File: src/rtl/alu_arb_pkg.sv
// Shared definitions for the two-port ALU arbiter: opcodes, data width and
// the response record captured from the shared ALU.
package alu_arb_pkg;

   localparam int ALU_DATA_W = 32;

   localparam logic [2:0] ALU_OP_AND = 3'b000;
   localparam logic [2:0] ALU_OP_OR  = 3'b001;
   localparam logic [2:0] ALU_OP_ADD = 3'b010;
   localparam logic [2:0] ALU_OP_SUB = 3'b110;
   localparam logic [2:0] ALU_OP_SLT = 3'b111;

   typedef struct packed {
      logic [ALU_DATA_W-1:0] result;
      logic                  c_out;
      logic                  v;
      logic                  z;
   } alu_resp_t;

   function automatic alu_resp_t alu_pack_resp(
      input logic [ALU_DATA_W-1:0] result,
      input logic                  c_out,
      input logic                  v,
      input logic                  z
   );
      alu_resp_t r;
      r.result = result;
      r.c_out  = c_out;
      r.v      = v;
      r.z      = z;
      return r;
   endfunction

endpackage

File: src/rtl/alu_arb_pick.sv
// Two-way eligible-to-grant picker. With ALU_ARB_RR_EN defined it keeps a
// last-grant pointer (round robin); otherwise port 0 wins every tie.
import alu_arb_pkg::*;

module alu_arb_pick (
`ifdef ALU_ARB_RR_EN
   input  logic       clk,
   input  logic       rst_n,
`endif
   input  logic [1:0] elig,
   output logic [1:0] grant
);

`ifdef ALU_ARB_RR_EN
   // last_grant=1 means port 1 was served last, so port 0 wins the next tie
   logic last_grant;

   always_comb begin
      grant = 2'b00;
      if (elig[0] && (!elig[1] || last_grant))
         grant[0] = 1'b1;
      else if (elig[1])
         grant[1] = 1'b1;
   end

   // every grant is taken, since eligibility already includes req_valid
   always_ff @(posedge clk or negedge rst_n) begin
      if (!rst_n)
         last_grant <= 1'b1;
      else if (|grant)
         last_grant <= grant[1];
   end
`else
   always_comb begin
      grant    = 2'b00;
      grant[0] = elig[0];
      grant[1] = elig[1] & ~elig[0];
   end
`endif

endmodule

File: src/rtl/alu_arbiter.sv
// Shares one external ALU between two requesters: grant, one issue stage,
// and a one-deep response buffer per port. Macro ALU_ARB_RR_EN selects
// round-robin tie breaking (default: fixed priority to port 0).
import alu_arb_pkg::*;

module alu_arbiter #(
   parameter int DATA_W = ALU_DATA_W
) (
   input  logic              clk,
   input  logic              rst_n,

   input  logic              req0_valid,
   output logic              req0_ready,
   input  logic [2:0]        req0_op,
   input  logic [DATA_W-1:0] req0_a,
   input  logic [DATA_W-1:0] req0_b,

   input  logic              req1_valid,
   output logic              req1_ready,
   input  logic [2:0]        req1_op,
   input  logic [DATA_W-1:0] req1_a,
   input  logic [DATA_W-1:0] req1_b,

   output logic              resp0_valid,
   input  logic              resp0_ready,
   output logic [DATA_W-1:0] resp0_result,
   output logic              resp0_c_out,
   output logic              resp0_v,
   output logic              resp0_z,

   output logic              resp1_valid,
   input  logic              resp1_ready,
   output logic [DATA_W-1:0] resp1_result,
   output logic              resp1_c_out,
   output logic              resp1_v,
   output logic              resp1_z,

   output logic [2:0]        alu_op,
   output logic [DATA_W-1:0] alu_a,
   output logic [DATA_W-1:0] alu_b,
   input  logic [DATA_W-1:0] alu_result,
   input  logic              alu_c_out,
   input  logic              alu_v,
   input  logic              alu_z
);

   logic [1:0]        elig;
   logic [1:0]        grant;
   logic [1:0]        acc;
   logic [1:0]        resp_ready;

   logic              s1_valid;
   logic              s1_id;
   logic [2:0]        s1_op;
   logic [DATA_W-1:0] s1_a;
   logic [DATA_W-1:0] s1_b;

   logic [1:0]        resp_vld;
   alu_resp_t         resp_q [2];
   alu_resp_t         cap;

   assign resp_ready = {resp1_ready, resp0_ready};

   // A port may issue only if its previous op has left the issue stage and
   // its buffer will have room at the next edge; this keeps the pipe stall-free.
   always_comb begin
      elig[0] = req0_valid & ~(s1_valid & ~s1_id) & (~resp_vld[0] | resp0_ready);
      elig[1] = req1_valid & ~(s1_valid &  s1_id) & (~resp_vld[1] | resp1_ready);
   end

   alu_arb_pick u_pick (
`ifdef ALU_ARB_RR_EN
      .clk   (clk),
      .rst_n (rst_n),
`endif
      .elig  (elig),
      .grant (grant)
   );

   assign acc        = elig & grant;
   assign req0_ready = acc[0];
   assign req1_ready = acc[1];

   // ---- issue stage: operands held while idle so the ALU inputs stay quiet
   always_ff @(posedge clk or negedge rst_n) begin
      if (!rst_n) begin
         s1_valid <= 1'b0;
         s1_id    <= 1'b0;
         s1_op    <= ALU_OP_AND;
         s1_a     <= '0;
         s1_b     <= '0;
      end else begin
         s1_valid <= |acc;
         if (acc[1]) begin
            s1_id <= 1'b1;
            s1_op <= req1_op;
            s1_a  <= req1_a;
            s1_b  <= req1_b;
         end else if (acc[0]) begin
            s1_id <= 1'b0;
            s1_op <= req0_op;
            s1_a  <= req0_a;
            s1_b  <= req0_b;
         end
      end
   end

   assign alu_op = s1_op;
   assign alu_a  = s1_a;
   assign alu_b  = s1_b;

   assign cap = alu_pack_resp(alu_result, alu_c_out, alu_v, alu_z);

   // ---- response buffers: a capture wins over a same-cycle drain
   always_ff @(posedge clk or negedge rst_n) begin
      if (!rst_n) begin
         resp_vld  <= 2'b00;
         resp_q[0] <= '0;
         resp_q[1] <= '0;
      end else begin
         for (int n = 0; n < 2; n++) begin
            if (s1_valid && (s1_id == 1'(n))) begin
               resp_vld[n] <= 1'b1;
               resp_q[n]   <= cap;
            end else if (resp_ready[n]) begin
               resp_vld[n] <= 1'b0;
            end
         end
      end
   end

   assign resp0_valid  = resp_vld[0];
   assign resp0_result = resp_q[0].result;
   assign resp0_c_out  = resp_q[0].c_out;
   assign resp0_v      = resp_q[0].v;
   assign resp0_z      = resp_q[0].z;

   assign resp1_valid  = resp_vld[1];
   assign resp1_result = resp_q[1].result;
   assign resp1_c_out  = resp_q[1].c_out;
   assign resp1_v      = resp_q[1].v;
   assign resp1_z      = resp_q[1].z;

endmodule
File: config.mk
export PLATFORM = sky130hd
export DESIGN_NAME = alu_arbiter
export DESIGN_NICKNAME = d
export VERILOG_FILES = /design/src/rtl/alu_arb_pkg.sv /design/src/rtl/alu_arb_pick.sv /design/src/rtl/alu_arbiter.sv
export SDC_FILE = /design/constraint.sdc
export NUM_CORES = 1
export LEC_CHECK = 0
export ABC_CLOCK_PERIOD_IN_PS = 2930
export BUFFER_PORTS_ARGS = -buffer_cell sky130_fd_sc_hd__buf_4
export CAP_MARGIN = 25
export CORE_AREA = 2 2 121 123
export CTS_BUF_LIST = sky130_fd_sc_hd__clkbuf_8
export DETAILED_ROUTE_END_ITERATION = 8
export DIE_AREA = 0 0 123 125
export GPL_TIMING_DRIVEN = 0
export HOLD_SLACK_MARGIN = 0.12
export PLACE_DENSITY = 0.8
export SETUP_SLACK_MARGIN = 0.5
export SLEW_MARGIN = 20
export SYNTH_ARGS = -nofsm -noshare
export SYNTH_HDL_FRONTEND = slang
export SYNTH_SLANG_ARGS = --single-unit
File: constraint.sdc
create_clock -name clk -period 2.93 [get_ports clk]
set_clock_uncertainty 0.05 [all_clocks]
set_input_delay 0 -clock clk [delete_from_list [all_inputs] [get_ports clk]]
set_output_delay 0 -clock clk [all_outputs]
set_load 0.05 [all_outputs]
==> metrics <==
outcome=finished clean; Crit. End Element=output pin; crit start category=register; post-route insts no fill=around 1.4k; critical path class=register to output pin; yosys warns=0; GRT Residual Overflow=0; Post-synth top cells=dfrtp_1, nand2_1, clkbuf_1; Primary FF master, synth=dfrtp_1; Clock transition at path regs=0.08 ns; Worst IR Drop VDD=0.966 mV; largest family of logic cells by synthesized area=simple AND/OR/NAND/NOR gates; FILL cells=819; Wirelength per Cell=23.5 um; Final Wtd Congestion=~0.9; hold_sp=resp1_ready; initial antenna violation count=1; Worst Max-Slew Pin Slew=0.625 ns; area of the die=0.0154 mm^2; vias in the first global route=~9k; post-route clock period utilization=between 80% and 90%; Initial Utilization=45.9%; syn avg cell area=roughly 10 um^2; switching pwr=7.76 mW; Leak=5.13 nW; setup violators final=0; placed cells=1152; first-pass GRT wire length=a little under 50000 um; design area=0.0113 mm^2; Worst R2R Setup Slack=about 0.74 ns; max-slew violation count=0; Worst Hold Path EP=alu_a[8]; Setup Fix Bufs, Post-CTS=0; CTS tree=built; Worst R2R Path Depth=5; simple-gate area share of the yosys netlist=between 15 and 20%; switching share of power=54.7%; distinct cell type count after synthesis=20; ys async rst share=100%; Num CTS Buffers=17; DP Area=0.00914 mm^2; all-layer global routing usage=41.7%; share of cells above drive strength 1=approximately a third; r2r endpoint=alu_b[16]; EDFF count, synth=0; share of the synthesized area in the top cell type=between 50% and 60%; Synth area leader=dfrtp_1; Clock Path Buffers=2; internal power=6.44 mW; Post-Synth Adder-Cell Area=0%; mux contribution to synthesized area=approximately 6%; HP Class=input port to register; synthesized flop and latch total=between 100 and 150; Post-Synthesis Cells=approximately 650; post-synthesis sequential area ratio=54.1%; post-synthesis compound-gate area fraction=14.2%; vias after detailed routing=8555; Post-Synth XOR/XNOR Area=0%; # rows=44; power share of the combinational group=between 60% and 70%; Post-Syn Area=~0.0065 mm^2; worst endpoint data arrival time=2.35 ns; Cell Pwr Density=1260 mW/mm^2; CP max FO=10; Chip Height=about 130 um; Root Driver=clkbuf_8; core area=0.0142 mm^2; initial DRC count=between 1k and 1.5k; Nets=1333; Clock power frac=11.9%; H-Tree Depth=4; Post-DRT Antenna Nets=0; Mapped Nets=828; max-cap violations=0; top-count cell post-synth=dfrtp_1; Hold Slack=0.194 ns; Residual DRC=0; I/O Buffers=around 310; final WL=roughly 32000 um; io pins=316; worst r2r src=s1_id; hold path depth=5; clk_lat worst skew=0.47 ns; worst relative slew slack=58.1%; P&R area growth vs syn=73.0%; total negative slack=0 ns; first-pass iteration count of the detailed router=7; Seq pwr share=between 20% and 30%; endpoints failing hold=0; RSZ-0062 raised after global routing=true; CTS sink cnt=141; post-DR vias/cell=6.31; largest net degree at the start of global routing=74; required time worst endpoint=2.88 ns; hpwl dp=17700 um; Die X=123 um; Area contributors post-synth=dfrtp_1, o31ai_1, a31oi_1, nand4_1, nor4_1; crit path time final=between 2 and 2.5 ns; max frequency=approximately 0.42 GHz
-- layout make-up --
| class | count | area [um^2] | area share (%) |
|---|---|---|---|
| well taps | 184 | 230 | 2.04 |
| repair buffers | 486 | 4100 | 36.4 |
| multi-input cells | 422 | 2630 | 23.3 |
| inverters | 3 | 11.3 | 0.0999 |
| clock inverters | 14 | 168 | 1.49 |
| diodes | 1 | 2.50 | 0.0222 |
| plain buffers | 87 | 358 | 3.17 |
| flip-flops and latches | 141 | 3530 | 31.3 |
| clock buffers | 18 | 248 | 2.20 |
-- cell usage in the layout (no fill, tap or decap) --
cell / count
buf_1: 4
buf_8: 1
diode_2: 1
and2_1: 1
clkbuf_1: 68
dlygate4sd3_1: 171
nand4_1: 67
buf_6: 2
nor4_1: 67
o31ai_2: 1
nor2b_1: 3
nand2b_1: 1
buf_4: 313
inv_1: 5
clkinv_2: 1
bufinv_16: 3
buf_16: 1
nand2_1: 108
inv_6: 4
mux2_2: 35
o31ai_1: 66
a21oi_1: 1
dfrtp_1: 141
clkinvlp_4: 4
nor2_1: 2
buf_2: 12
clkbuf_2: 1
or3_1: 1
or2_2: 1
clkbuf_8: 18
nand3_1: 1
a31oi_1: 67
-- cells by family after synthesis --
kind of cell / Yosys count
and+or+nand+nor: 252
muxes: 35
DFF: 141
AOI/OAI and AO/OA: 135
buffers and inverters: 90
-- state kept, by name, summed over array words and instances, names as in the netlist, 2 cells and up --
name          count
alu_a            32
alu_b            32
alu_op            3
resp0_result     32
resp1_result     32
resp_vld          2
-- stage by stage --
step	util (%)	total power, mW	setup slack [ns]
after CTS	79.3	13.7	0.504
after global routing	79.4	14.7	0.367
after detailed placement	64.3	11.9	0.845
after floorplan	-	9.11	0.606
final	79.4	14.2	0.534
after global placement	64.1	11.7	0.883
-- repair_timing --
action                                  4_1_cts  5_1_grt
hold buffers                                171        0
endpoints found under the setup margin        0        2
hold endpoints to repair                    278        0
resized for setup                             0        2
-- worst max-delay path, stage by stage (launching register included) --
cell and delay [ns]:
dfrtp_1 0.39, nand2b_1 0.07, clkbuf_1 0.45, clkbuf_1 0.44, nand3_1 0.16, nor2_1 0.14, buf_4 0.22
-- routing by layer --
layer	global-route usage (%)	share of wire (%)	wire [um]	vias to the layer above
met5	0	0	0	-
met2	64.8	46	14800	812
li1	-	-	-	3502
met3	19.9	14	4470	235
met4	26.9	7.2	2300	0
met1	45.2	32	10300	4006
-- power groups by stage --
stage / clock, mW / combinational, mW / sequential, mW
2_1_floorplan: 0 / 2.23 / 6.88
5_1_grt: 1.79 / 9.26 / 3.69
6_report: 1.70 / 8.90 / 3.60
4_1_cts: 1.68 / 8.54 / 3.52
3_5_place_dp: 0 / 8.33 / 3.54
3_3_place_gp: 0 / 8.23 / 3.51
-- how the worst max path moves through the flow --
| stage | start | endpoint | slack (ns) | cells past startpoint |
|---|---|---|---|---|
| final | resp_vld[1] | req1_ready | 0.53 | 6 |
| after global routing | resp_vld[1] | req1_ready | 0.37 | 6 |
| after CTS | s1_id | req1_ready | 0.50 | 6 |
| after detailed placement | s1_id | resp0_result[29] | 0.85 | 5 |
| after global placement | s1_id | resp0_result[29] | 0.88 | 5 |
| after floorplan | resp_vld[0] | req1_ready | 0.61 | 7 |
(Power assumes the default switching activity.)
